<file path="src/rtl/fir_accumulator_if.sv">
// Product stream into the FIR accumulator and the filtered sample stream out of it.
// The master drives products and control; the slave (the accumulator) returns samples and status.
interface fir_accumulator_if #(
  parameter int DATA_W = 32,
  parameter int TAPS   = 8
);
  localparam int CNT_W = (TAPS > 1) ? $clog2(TAPS) : 1;

  logic              enable;
  logic              clear;
  logic [DATA_W-1:0] prod_in;
  logic              prod_valid;
  logic [DATA_W-1:0] acc_out;
  logic              acc_valid;
  logic [CNT_W-1:0]  tap_count;
  logic              overflow;

  modport master (
    output enable, clear, prod_in, prod_valid,
    input  acc_out, acc_valid, tap_count, overflow
  );

  modport slave (
    input  enable, clear, prod_in, prod_valid,
    output acc_out, acc_valid, tap_count, overflow
  );
endinterface

</file>
<file path="src/rtl/fir_accumulator.sv">
// Sums TAPS signed products into one shifted, saturated sample; output registered on the edge taking the last product.
// No backpressure: every product accepted while enabled is consumed; enable=0 freezes all state.
module fir_accumulator #(
  parameter int DATA_W    = 32,
  parameter int ACC_W     = 40,
  parameter int TAPS      = 8,
  parameter int OUT_SHIFT = 0
) (
  input  logic              clk,
  input  logic              reset,
  fir_accumulator_if.slave  bus
);

  localparam int CNT_W = (TAPS > 1) ? $clog2(TAPS) : 1;
  localparam logic [CNT_W-1:0]  LAST_CNT = CNT_W'(TAPS - 1);
  localparam logic [ACC_W-1:0]  ACC_MAX  = {1'b0, {(ACC_W-1){1'b1}}};
  localparam logic [ACC_W-1:0]  ACC_MIN  = {1'b1, {(ACC_W-1){1'b0}}};
  localparam logic [DATA_W-1:0] OUT_MAX  = {1'b0, {(DATA_W-1){1'b1}}};
  localparam logic [DATA_W-1:0] OUT_MIN  = {1'b1, {(DATA_W-1){1'b0}}};

  logic [ACC_W-1:0]  r_acc;
  logic [CNT_W-1:0]  r_cnt;
  logic [DATA_W-1:0] r_acc_out;
  logic              r_acc_vld;
  logic              r_ovf;

  logic [ACC_W:0]         w_sum_wide;
  logic                   w_acc_ovf;
  logic [ACC_W-1:0]       w_acc_clamped;
  logic signed [ACC_W-1:0] w_shifted;
  logic [ACC_W-DATA_W:0]  w_upper;
  logic                   w_out_ovf;
  logic [DATA_W-1:0]      w_out_sat;
  logic                   w_last;

  // One guard bit above the accumulator exposes signed overflow of the add.
  assign w_sum_wide = {r_acc[ACC_W-1], r_acc}
                    + {{(ACC_W+1-DATA_W){bus.prod_in[DATA_W-1]}}, bus.prod_in};
  assign w_acc_ovf  = w_sum_wide[ACC_W] != w_sum_wide[ACC_W-1];

  always_comb begin
    w_acc_clamped = w_sum_wide[ACC_W-1:0];
    if (w_acc_ovf) begin
      w_acc_clamped = w_sum_wide[ACC_W] ? ACC_MIN : ACC_MAX;
    end
  end

  assign w_shifted = $signed(w_acc_clamped) >>> OUT_SHIFT;

  // Sample fits in DATA_W only when every bit from the output sign bit upward agrees.
  assign w_upper   = w_shifted[ACC_W-1:DATA_W-1];
  assign w_out_ovf = !((&w_upper) || !(|w_upper));

  always_comb begin
    w_out_sat = w_shifted[DATA_W-1:0];
    if (w_out_ovf) begin
      w_out_sat = w_shifted[ACC_W-1] ? OUT_MIN : OUT_MAX;
    end
  end

  assign w_last = (r_cnt == LAST_CNT);

  always_ff @(posedge clk or negedge reset) begin
    if (!reset) begin
      r_acc     <= '0;
      r_cnt     <= '0;
      r_acc_out <= '0;
      r_acc_vld <= 1'b0;
      r_ovf     <= 1'b0;
    end else if (bus.enable) begin
      r_acc_vld <= 1'b0;
      if (bus.clear) begin
        r_acc <= '0;
        r_cnt <= '0;
      end else if (bus.prod_valid) begin
        if (w_last) begin
          r_acc_out <= w_out_sat;
          r_acc_vld <= 1'b1;
          r_acc     <= '0;
          r_cnt     <= '0;
          if (w_acc_ovf || w_out_ovf) begin
            r_ovf <= 1'b1;
          end
        end else begin
          r_acc <= w_acc_clamped;
          r_cnt <= r_cnt + 1'b1;
          if (w_acc_ovf) begin
            r_ovf <= 1'b1;
          end
        end
      end
    end else begin
      r_acc_vld <= 1'b0;
    end
  end

  assign bus.acc_out   = r_acc_out;
  assign bus.acc_valid = r_acc_vld;
  assign bus.tap_count = r_cnt;
  assign bus.overflow  = r_ovf;

endmodule

</file>
<file path="src/flat_wrapper.sv">
// flat-port wrapper written by rule: the top's interface ports become plain ports
module fir_accumulator_flat 
#(
  parameter int DATA_W    = 32,
  parameter int ACC_W     = 40,
  parameter int TAPS      = 8,
  parameter int OUT_SHIFT = 0
)
  (clk, reset, bus_enable, bus_clear, bus_prod_in, bus_prod_valid, bus_acc_out, bus_acc_valid, bus_tap_count, bus_overflow);
  fir_accumulator_if #(.DATA_W(DATA_W), .TAPS(TAPS)) bus_i ();
  input  logic clk;
  input  logic reset;
  input wire logic [$bits(bus_i.enable)-1:0] bus_enable;
  input wire logic [$bits(bus_i.clear)-1:0] bus_clear;
  input wire logic [$bits(bus_i.prod_in)-1:0] bus_prod_in;
  input wire logic [$bits(bus_i.prod_valid)-1:0] bus_prod_valid;
  output wire logic [$bits(bus_i.acc_out)-1:0] bus_acc_out;
  output wire logic [$bits(bus_i.acc_valid)-1:0] bus_acc_valid;
  output wire logic [$bits(bus_i.tap_count)-1:0] bus_tap_count;
  output wire logic [$bits(bus_i.overflow)-1:0] bus_overflow;
  assign bus_i.enable = bus_enable;
  assign bus_i.clear = bus_clear;
  assign bus_i.prod_in = bus_prod_in;
  assign bus_i.prod_valid = bus_prod_valid;
  assign bus_acc_out = bus_i.acc_out;
  assign bus_acc_valid = bus_i.acc_valid;
  assign bus_tap_count = bus_i.tap_count;
  assign bus_overflow = bus_i.overflow;
  fir_accumulator #(.DATA_W(DATA_W), .ACC_W(ACC_W), .TAPS(TAPS), .OUT_SHIFT(OUT_SHIFT)) u_core (.clk(clk), .reset(reset), .bus(bus_i));
endmodule
</file>
<file path="config.mk">
export PLATFORM = sky130hd
export DESIGN_NAME = fir_accumulator_flat
export DESIGN_NICKNAME = d
export VERILOG_FILES = /design/src/rtl/fir_accumulator_if.sv /design/src/rtl/fir_accumulator.sv /design/src/flat_wrapper.sv
export SDC_FILE = /design/constraint.sdc
export NUM_CORES = 1
export LEC_CHECK = 0
export ABC_CLOCK_PERIOD_IN_PS = 7600
export CAP_MARGIN = 20
export CORE_ASPECT_RATIO = 1.2
export CORE_MARGIN = 2
export CORE_UTILIZATION = 50
export DETAILED_ROUTE_END_ITERATION = 10
export PLACE_DENSITY_LB_ADDON = 0.1
export SYNTH_ARGS = -nofsm -noshare
export SYNTH_HDL_FRONTEND = slang
export SYNTH_SLANG_ARGS = --single-unit
</file>
<file path="constraint.sdc">
create_clock -name clk -period 7.6 [get_ports clk]
set_input_delay 1.52 -clock clk [delete_from_list [all_inputs] [get_ports clk]]
set_output_delay 1.52 -clock clk [all_outputs]
set_load 0.01 [all_outputs]
</file>
==> results.yml, run 1 <==
global_routing:
  grt_overflow_total: 0
  gr-usage-all-layers_pct: 29.4
  first_global_vias: 5727
  grt_max_degree: 78
  grt_first_pass_wirelength_um: 30600
  antenna_found_initial: 0
timing:
  fin_worst_skew_ns: 0.0115
  timing.fmax_ghz: 0.150
  hold_viol_final: 0
  fin_crit_sh_pct: 87.5
  slew_violations: 0
  worstMarginPinSlew_ns: 1.10
  setup_violations: 0
  layout_min_cycle_time_ns: 6.65
  slew-limit-headroom_pct: 26.4
  rsz0062_at_grt: "no"
  timing.final.ws_setup_ns: 0.949
  tns_ns: 0
  hold_slack_ns: 0.483
drt:
  vias_per_cell: 6.38
  wirelength_um: 19300
  vias: 5948
  dr.pass1.iters: 5
  detail-route-antenna-nets: 0
  drt_iter0_markers: 521
  drcViolationCount: 0
  wl_per_cell_um: 20.7
placed_design:
  dpl.hpwl_um: 14400
  gp_congestion: 0.958
  dp_cells: 915
  dp_slack_ns: 0.616
  numPortBuffers: 73
  placed_area_mm2: 0.00685
setup_path:
  startpoint: "bus_prod_in[31]"
  r2r_start: "u_core.r_acc[32]"
  endpoint_kind: "flop"
  cp_max_fo: 32
  crit_arrival_ns: 6.84
  required_ns: 7.79
  path_class: "in2reg"
  startpoint_type: "input pin"
synth:
  synth_area_mm2: 0.00608
  synth-seq-area-share_pct: 31.7
  synth_edf_count: 0
  async_reset_ff_share_pct: 100
  ys_ff_latch: 77
  synth_top_cell_by_area: "dfrtp_1"
  syn_area_per_cell_um2: 8.39
  yosys_warnings: 0
  synth_fp_nets: 806
  synthFlopType: "dfrtp_1"
  synthCells: 724
  yosys.cell_types.count: 68
  synth_area_leaders: "dfrtp_1, ha_1, nand2_1, o21ai_0, a21oi_1"
  synth.top_cell.area_share_pct: 31.7
cts:
  clock_sinks: 77
  clk_latency_ns: 0.34
  htreeDepth: 3
  clockRootBuffer: "clkbuf_16"
  cts_max_path_buffers: 2
  cts_buffers: 9
  cts.repair.resized: 0
  cts_tree: "built"
  post_cts_buffers: 0
  cts_hold_buf: 0
  clkTransAtPathRegs_ns: 0.07
die:
  start_util_pct: 50.6
  core_mm2: 0.0120
  rows: 44
  die_y_um: 125
  num_io_pins: 74
  dieArea_mm2: 0.0131
  dieWidth_um: 105
hold_path:
  hold_start: "u_core.bus.acc_out[27]"
  min_path_type: "reg2reg"
power_and_ir_drop:
  p_total_mw: 3.16
  p_leak_nw: 3.22
  ir_drop_mv: 0.355
  power_density_mw_per_mm2: 440
layout:
  stdcell_count: 932
  diodes: 0
  layout_common_cells: "nand2_1, dfrtp_1, clkdlybuf4s50_1"
  fin_nets: 848
  mostFrequentLayoutCell: "nand2_1"
  finalInstanceArea_mm2: 0.00720
  layout-drive-gt1-share_pct: 5.58
  areaGrowthSynthToFinish_pct: 18.5
  fin_util_pct: 60.0
flow_run:
  drv_cap: 0
run_status:
  outcome: "complete, no violations"
[report_power, final]
group          leakage (nW)  switching (mW)  internal [mW]
registers              1.05          0.0656          0.505
logic                  2.01            1.39          0.709
clock network         0.159           0.196          0.294
total                  3.22            1.66           1.51
[sequential cells by signal, summed over array words and instances, names as in the netlist]
| signal | flops |
|---|---|
| u_core.bus.acc_out | 32 |
| u_core.bus.overflow | 1 |
| u_core.r_acc | 40 |
| u_core.bus.acc_valid | 1 |
| u_core.bus.tap_count | 3 |
[cell usage after synthesis (2+ instances only)]
cell type / n
nand2b_1: 2
a211oi_2: 2
dfrtp_1: 77
inv_1: 9
a41oi_1: 2
o211a_1: 2
and3_1: 6
a21o_1: 23
nand3_1: 7
a21oi_1: 54
buf_6: 3
o21bai_1: 7
o21ai_1: 8
a22o_1: 13
nand2_1: 116
and2_1: 7
nand4_1: 17
nor2_1: 27
o21ai_0: 55
o31ai_1: 6
nor4_1: 4
o21a_1: 13
o211ai_1: 15
xor2_1: 11
nor2b_1: 6
a22oi_1: 13
clkbuf_1: 32
a21boi_0: 5
ha_1: 44
nor3_1: 13
xnor2_1: 22
or3_1: 2
or4_1: 3
o2111a_1: 3
o2111ai_1: 2
a31oi_1: 6
a211oi_1: 9
mux2i_1: 2
buf_2: 17
o22ai_1: 5
o311ai_1: 22
a211o_1: 6
[layer usage]
metal | part of all wire, % | track usage, % | up-vias
met2 | 49 | 50.2 | 216
li1 | - | - | 2802
met1 | 44 | 39.8 | 2899
met5 | 0 | 0 | -
met4 | 2.2 | 7.69 | 0
met3 | 5.5 | 3.19 | 31
[worst max-delay path, stage by stage]
cell	delay, ns
clkdlybuf4s50_1	0.61
ha_1	0.52
a21o_1	0.22
a21o_1	0.18
a21oi_1	0.46
inv_1	0.18
o31ai_1	0.28
nand2_1	0.10
a21o_1	0.20
a21oi_1	0.25
xnor2_1	0.10
ha_1	0.30
buf_4	0.32
or4_1	0.18
o21ai_0	0.08
a311oi_1	0.30
nand4_1	0.19
o311ai_4	0.25
buf_4	0.37
o311ai_1	0.19
[worst paths after layout]
path                                      endpoint  slack, ns  cells after the start
max in group asynchronous  u_core.bus.tap_count[1]       5.88                      2
setup reg to reg             u_core.bus.acc_out[0]       2.45                     19
min in group asynchronous   u_core.bus.acc_out[21]       1.13                      1
hold reg to reg             u_core.bus.acc_out[27]       0.48                      2
setup / recovery             u_core.bus.acc_out[0]       0.95                     20
hold / removal              u_core.bus.acc_out[27]       0.48                      2
[final cells by class]
class | count | area (um^2)
Tap cell | 161 | 201
Inverter | 9 | 33.8
Clock inverter | 7 | 105
Clock buffer | 9 | 225
Sequential cell | 77 | 1930
Fill cell | 1109 | 4800
Timing Repair Buffer | 84 | 823
Multi-Input combinational cell | 585 | 3880
[cell families after synthesis]
kind of cell,share of synthesized area [%]
xor+xnor,4.76
buf+inv,4.55
compound gates,32.8
fa+ha+maj,9.39
mux,0.330
flops,31.7
simple gates,16.5
No activity file was read; power rests on OpenSTA's default activity.
==> run 2, diff against run 1 <==
- ABC_CLOCK_PERIOD_IN_PS: 7600 -> not set
- CORE_UTILIZATION: 50 -> 40
- GPL_TIMING_DRIVEN: not set -> 0
==> results.yml, run 2 (synthesized netlist as in run 1, its figures left out) <==
power_and_ir_drop:
  p_sw_mw: 1.78
  p_int_mw: 1.43
  clkPwrFrac_pct: 13.5
  p_comb_share_pct: 68.9
  p_leak_nw: 3.28
  switching_share_pct: 55.4
  power_frac_seq_pct: 17.7
  ir_drop_mv: 0.204
  power_density_mw_per_mm2: 434
hold_path:
  holdPathEnd: "u_core.bus.acc_out[10]"
  whs_path_depth: 2
  hold_start: "u_core.bus.acc_out[10]"
  min_path_type: "reg2reg"
placed_design:
  dpl.hpwl_um: 17000
  gp_congestion: 0.984
  placed_area_mm2: 0.00709
  dp_slack_ns: -0.531
  numPortBuffers: 73
  dp_cells: 1002
setup_path:
  r2r_cells: 20
  cp_max_fo: 10
  r2r_start: "u_core.r_acc[12]"
  crit_slowest_cell: "clkdlybuf4s50_1"
  crit_top_cell: "a21o_1"
  crit_arrival_ns: 7.48
  slowest_delay_ns: 0.76
  startpoint_type: "input pin"
  required_ns: 7.81
  crit_buf_inv: 6
  ff2ff_setup_slack_ns: 1.71
  crit_family: "compound AO/OA/AOI/OAI gates"
  path_cells: "clkdlybuf4s50_1 > ha_1 > buf_2 > a21o_1 > a21o_1 > a21oi_2 > inv_1 > o31ai_1 > nand2_1 > a21o_1 > a21oi_1 > xnor2_1 > ha_1 > clkbuf_1 > inv_1 > nand3_1 > o21ai_0 > a311oi_1 > nand4_1 > o311ai_4 > buf_6 > o311ai_1"
  path_class: "in2reg"
  endpoint_kind: "flop"
  r2r_end: "u_core.bus.acc_out[18]"
layout:
  regMostFlops: "u_core.r_acc"
  diodes: 0
  finalInstanceArea_mm2: 0.00738
  layout-drive-gt1-share_pct: 6.51
  largest_reg_flops: 40
  layout_common_cells: "nand2_1, dfrtp_1, clkdlybuf4s50_1"
  stdcell_count: 1018
  mostFrequentLayoutCell: "nand2_1"
  areaGrowthSynthToFinish_pct: 21.5
  fin_nets: 891
timing:
  slew_violations: 0
  fin_worst_skew_ns: 0.0125
  timing.final.ws_setup_ns: 0.331
  hold_slack_ns: 0.481
  layout_min_cycle_time_ns: 7.27
  hold_viol_final: 0
  fin_crit_sh_pct: 95.7
  worstMarginPinSlew_ns: 0.876
  timing.fmax_ghz: 0.138
  tns_ns: 0
  rsz0062_at_grt: "no"
  slew-limit-headroom_pct: 41.3
  setup_violations: 0
cts:
  clockRootBuffer: "clkbuf_16"
  htreeDepth: 3
  cts_buffers: 9
  clk_latency_ns: 0.36
  cts_max_path_buffers: 2
  cts_tree: "built"
  clock_sinks: 77
  cts_hold_buf: 0
  clkTransAtPathRegs_ns: 0.07
drt:
  detail-route-antenna-nets: 0
  wl_met1_um: 9490
  dr.pass1.iters: 5
  wirelength_um: 21400
  wl_met3_um: 956
  vias_per_cell: 5.91
  wl_per_cell_um: 21.0
  drcViolationCount: 0
  drt_iter0_markers: 452
  top_layer: "met4"
  vias: 6017
  met2_length_um: 10300
die:
  rows: 49
  core_mm2: 0.0149
  num_io_pins: 74
  dieWidth_um: 117
  die_y_um: 139
  dieArea_mm2: 0.0162
  start_util_pct: 40.8
global_routing:
  grt_overflow_total: 0
  grt_max_degree: 49
  gr-usage-all-layers_pct: 27.2
  grt_first_pass_wirelength_um: 33700
  antenna_found_initial: 1
  first_global_vias: 6024
run_status:
  outcome: "complete, no violations"
flow_run:
  drv_cap: 0
run 2: worst max-delay path by stage:
stage | start | endpoint | slack (ns) | depth (start not counted)
after CTS | bus_prod_in[31] | u_core.bus.acc_out[26] | 0.07 | 20
after global placement | bus_prod_in[31] | u_core.bus.acc_out[25] | -0.46 | 20
after detailed placement | bus_prod_in[31] | u_core.bus.acc_out[26] | -0.53 | 20
after floorplan | bus_prod_in[31] | u_core.bus.acc_out[13] | 1.99 | 21
final | bus_prod_in[31] | u_core.bus.acc_out[18] | 0.33 | 22
after global routing | bus_prod_in[31] | u_core.bus.overflow | 0.10 | 22
run 2: repair_timing:
action	CTS	global route
setup endpoints to repair	30	32
gates resized for setup	1	3
buffers inserted	0	0
endpoints found under the hold margin	0	0
run 2: power groups by stage:
stage | registers [mW] | clock network (mW) | logic [mW]
final | 0.567 | 0.431 | 2.21
after detailed placement | 0.571 | 0 | 2.16
after floorplan | 0.563 | 0 | 1.42
after global placement | 0.569 | 0 | 2.15
after global routing | 0.577 | 0.451 | 2.41
after CTS | 0.566 | 0.439 | 2.18
run 2: stage by stage:
stage,power (mW),utilization [%]
3_3_place_gp,2.72,47.4
4_1_cts,3.18,49.5
6_report,3.21,49.6
2_1_floorplan,1.98,-
5_1_grt,3.43,49.6
3_5_place_dp,2.73,47.6
run 2: worst min-delay path, cell delays in order, from the launching register on:
cell      delay, ns
dfrtp_1        0.34
nand2_1        0.05
o311ai_1       0.06
run 2: final cells by class:
class                           count  area, um^2
Fill cell                        1467        7510
Multi-Input combinational cell    585        3880
Sequential cell                    77        1930
Timing Repair Buffer               74         756
Tap cell                          204         255
Buffer                             53         244
Clock buffer                        9         225
Clock inverter                      7        61.3
Inverter                            9        33.8
run 2: layer usage:
metal	track usage, %	vias to the layer above
li1	-	2889
met1	35.8	2909
met2	45.1	182
met3	3.23	37
met4	10.5	0
met5	0	-
==> run 3, diff against run 2 <==
- CORE_UTILIZATION: 40 -> 62
==> results.yml, run 3 (synthesized netlist as in run 1, its figures left out) <==
power_and_ir_drop:
  p_sw_mw: 1.79
  p_comb_share_pct: 68.5
  switching_share_pct: 54.9
  p_leak_nw: 3.29
  clkPwrFrac_pct: 14.0
  power_density_mw_per_mm2: 447
  power_frac_seq_pct: 17.5
  p_int_mw: 1.47
  ir_drop_mv: 0.323
cts:
  cts_buffers: 9
  cts.repair.resized: 0
  clockRootBuffer: "clkbuf_16"
  clk_latency_ns: 0.35
  post_cts_buffers: 0
  clock_sinks: 77
  htreeDepth: 3
  cts_max_path_buffers: 2
  clkTransAtPathRegs_ns: 0.06
  cts_hold_buf: 0
  cts_tree: "built"
die:
  dieArea_mm2: 0.0106
  core_mm2: 0.00952
  dieWidth_um: 94.4
  num_io_pins: 74
  die_y_um: 112
  rows: 39
  start_util_pct: 63.9
setup_path:
  crit_arrival_ns: 7.53
  required_ns: 7.83
  cp_max_fo: 10
  path_class: "in2reg"
  endpoint_kind: "flop"
  crit_slowest_cell: "clkdlybuf4s50_1"
  path_cells: "clkdlybuf4s50_1 > ha_1 > buf_2 > a21o_1 > a21o_1 > a21oi_1 > inv_1 > o31ai_1 > nand2_1 > a21o_1 > a21oi_1 > xnor2_1 > ha_1 > clkbuf_1 > inv_1 > a21oi_1 > nand2_1 > o41ai_2 > a31oi_2 > buf_2 > o311ai_1"
  startpoint_type: "input pin"
  slowest_delay_ns: 0.79
hold_path:
  min_path_type: "reg2reg"
timing:
  setup_violations: 0
  rsz0062_at_grt: "no"
  timing.final.ws_setup_ns: 0.297
  slew_violations: 0
  hold_viol_final: 0
  worstMarginPinSlew_ns: 0.866
  fin_worst_skew_ns: 0.00783
  fin_crit_sh_pct: 96.1
  layout_min_cycle_time_ns: 7.30
  timing.fmax_ghz: 0.137
  slew-limit-headroom_pct: 42.0
global_routing:
  grt_overflow_total: 0
  grt_first_pass_wirelength_um: 33300
  gr-usage-all-layers_pct: 40.8
  first_global_vias: 6498
  grt_max_degree: 46
  antenna_found_initial: 0
placed_design:
  numPortBuffers: 73
  gp_congestion: 1.02
  dpl.hpwl_um: 15900
  dp_slack_ns: -0.194
  dp_cells: 921
layout:
  mostFrequentLayoutCell: "nand2_1"
  layout_common_cells: "nand2_1, dfrtp_1, clkdlybuf4s50_1"
  regMostFlops: "u_core.r_acc"
  fin_nets: 891
  layout-drive-gt1-share_pct: 6.39
  largest_reg_flops: 40
  areaGrowthSynthToFinish_pct: 20.1
  diodes: 0
  stdcell_count: 937
drt:
  dr.pass1.iters: 6
  detail-route-antenna-nets: 0
  wirelength_um: 21100
  wl_per_cell_um: 22.5
  vias: 6525
  drcViolationCount: 0
  vias_per_cell: 6.96
  drt_iter0_markers: 706
run_status:
  outcome: "complete, no violations"
flow_run:
  drv_cap: 0
-- run 3: path summary, 6_finish.rpt --
kind,startpoint,to,slack (ns),cells past startpoint
setup / recovery,bus_prod_in[31],u_core.bus.acc_out[10],0.30,21
hold / removal,u_core.r_acc[38],u_core.r_acc[38],0.48,1
setup reg to reg,u_core.r_acc[8],u_core.bus.acc_out[10],1.83,21
hold reg to reg,u_core.r_acc[38],u_core.r_acc[38],0.48,1
max in group asynchronous,reset,u_core.bus.tap_count[2],5.86,2
min in group asynchronous,reset,u_core.bus.acc_out[2],1.12,1
-- run 3: metal layers --
layer	GRT usage (%)	up-vias	part of all wire (%)
met3	8.59	110	9.0
met4	22.8	0	5.9
met5	0	-	0
met2	65.6	425	47
met1	50.6	3100	38
li1	-	2890	-
-- run 3: layout make-up --
cell class	instances	area [um^2]
buffer	53	244
clock buffer	10	239
clock inverter	6	70.1
fill	696	2220
inverter	9	33.8
multi-input combinational	585	3880
sequential	77	1930
tap	123	154
timing repair buffer	74	748
-- run 3: critical path, delay by kind of cell --
family | cells | cell delay, ns
adder cells (fa/ha/maj) | 2 | 0.68
AND/OR/NAND/NOR | 2 | 0.44
XOR/XNOR | 1 | 0.10
buffers and inverters | 6 | 2.03
AO/OA/AOI/OAI | 10 | 2.74
-- run 3: stage by stage --
step | total power, mW | utilization [%] | setup TNS, ns | hold WS (ns) | cell area (um^2)
after CTS | 3.16 | 76.6 | 0 | 0.485 | 7290
after detailed placement | 2.67 | 73.3 | -1.95 | 0.470 | 6980
after floorplan | 1.98 | - | 0 | 0.453 | 6080
after global routing | 3.42 | 76.7 | 0 | 0.509 | 7290
after global placement | 2.59 | 73.1 | -1.17 | 0.465 | 6960
final | 3.26 | 76.7 | 0 | 0.482 | 7290
-- run 3: power by group through the flow --
| stage | logic (mW) | clock network [mW] | registers (mW) |
|---|---|---|---|
| CTS | 2.14 | 0.454 | 0.566 |
| global route | 2.37 | 0.474 | 0.576 |
| finish | 2.24 | 0.458 | 0.570 |
| floorplan | 1.42 | 0 | 0.563 |
| detailed placement | 2.10 | 0 | 0.571 |
| global placement | 2.03 | 0 | 0.566 |
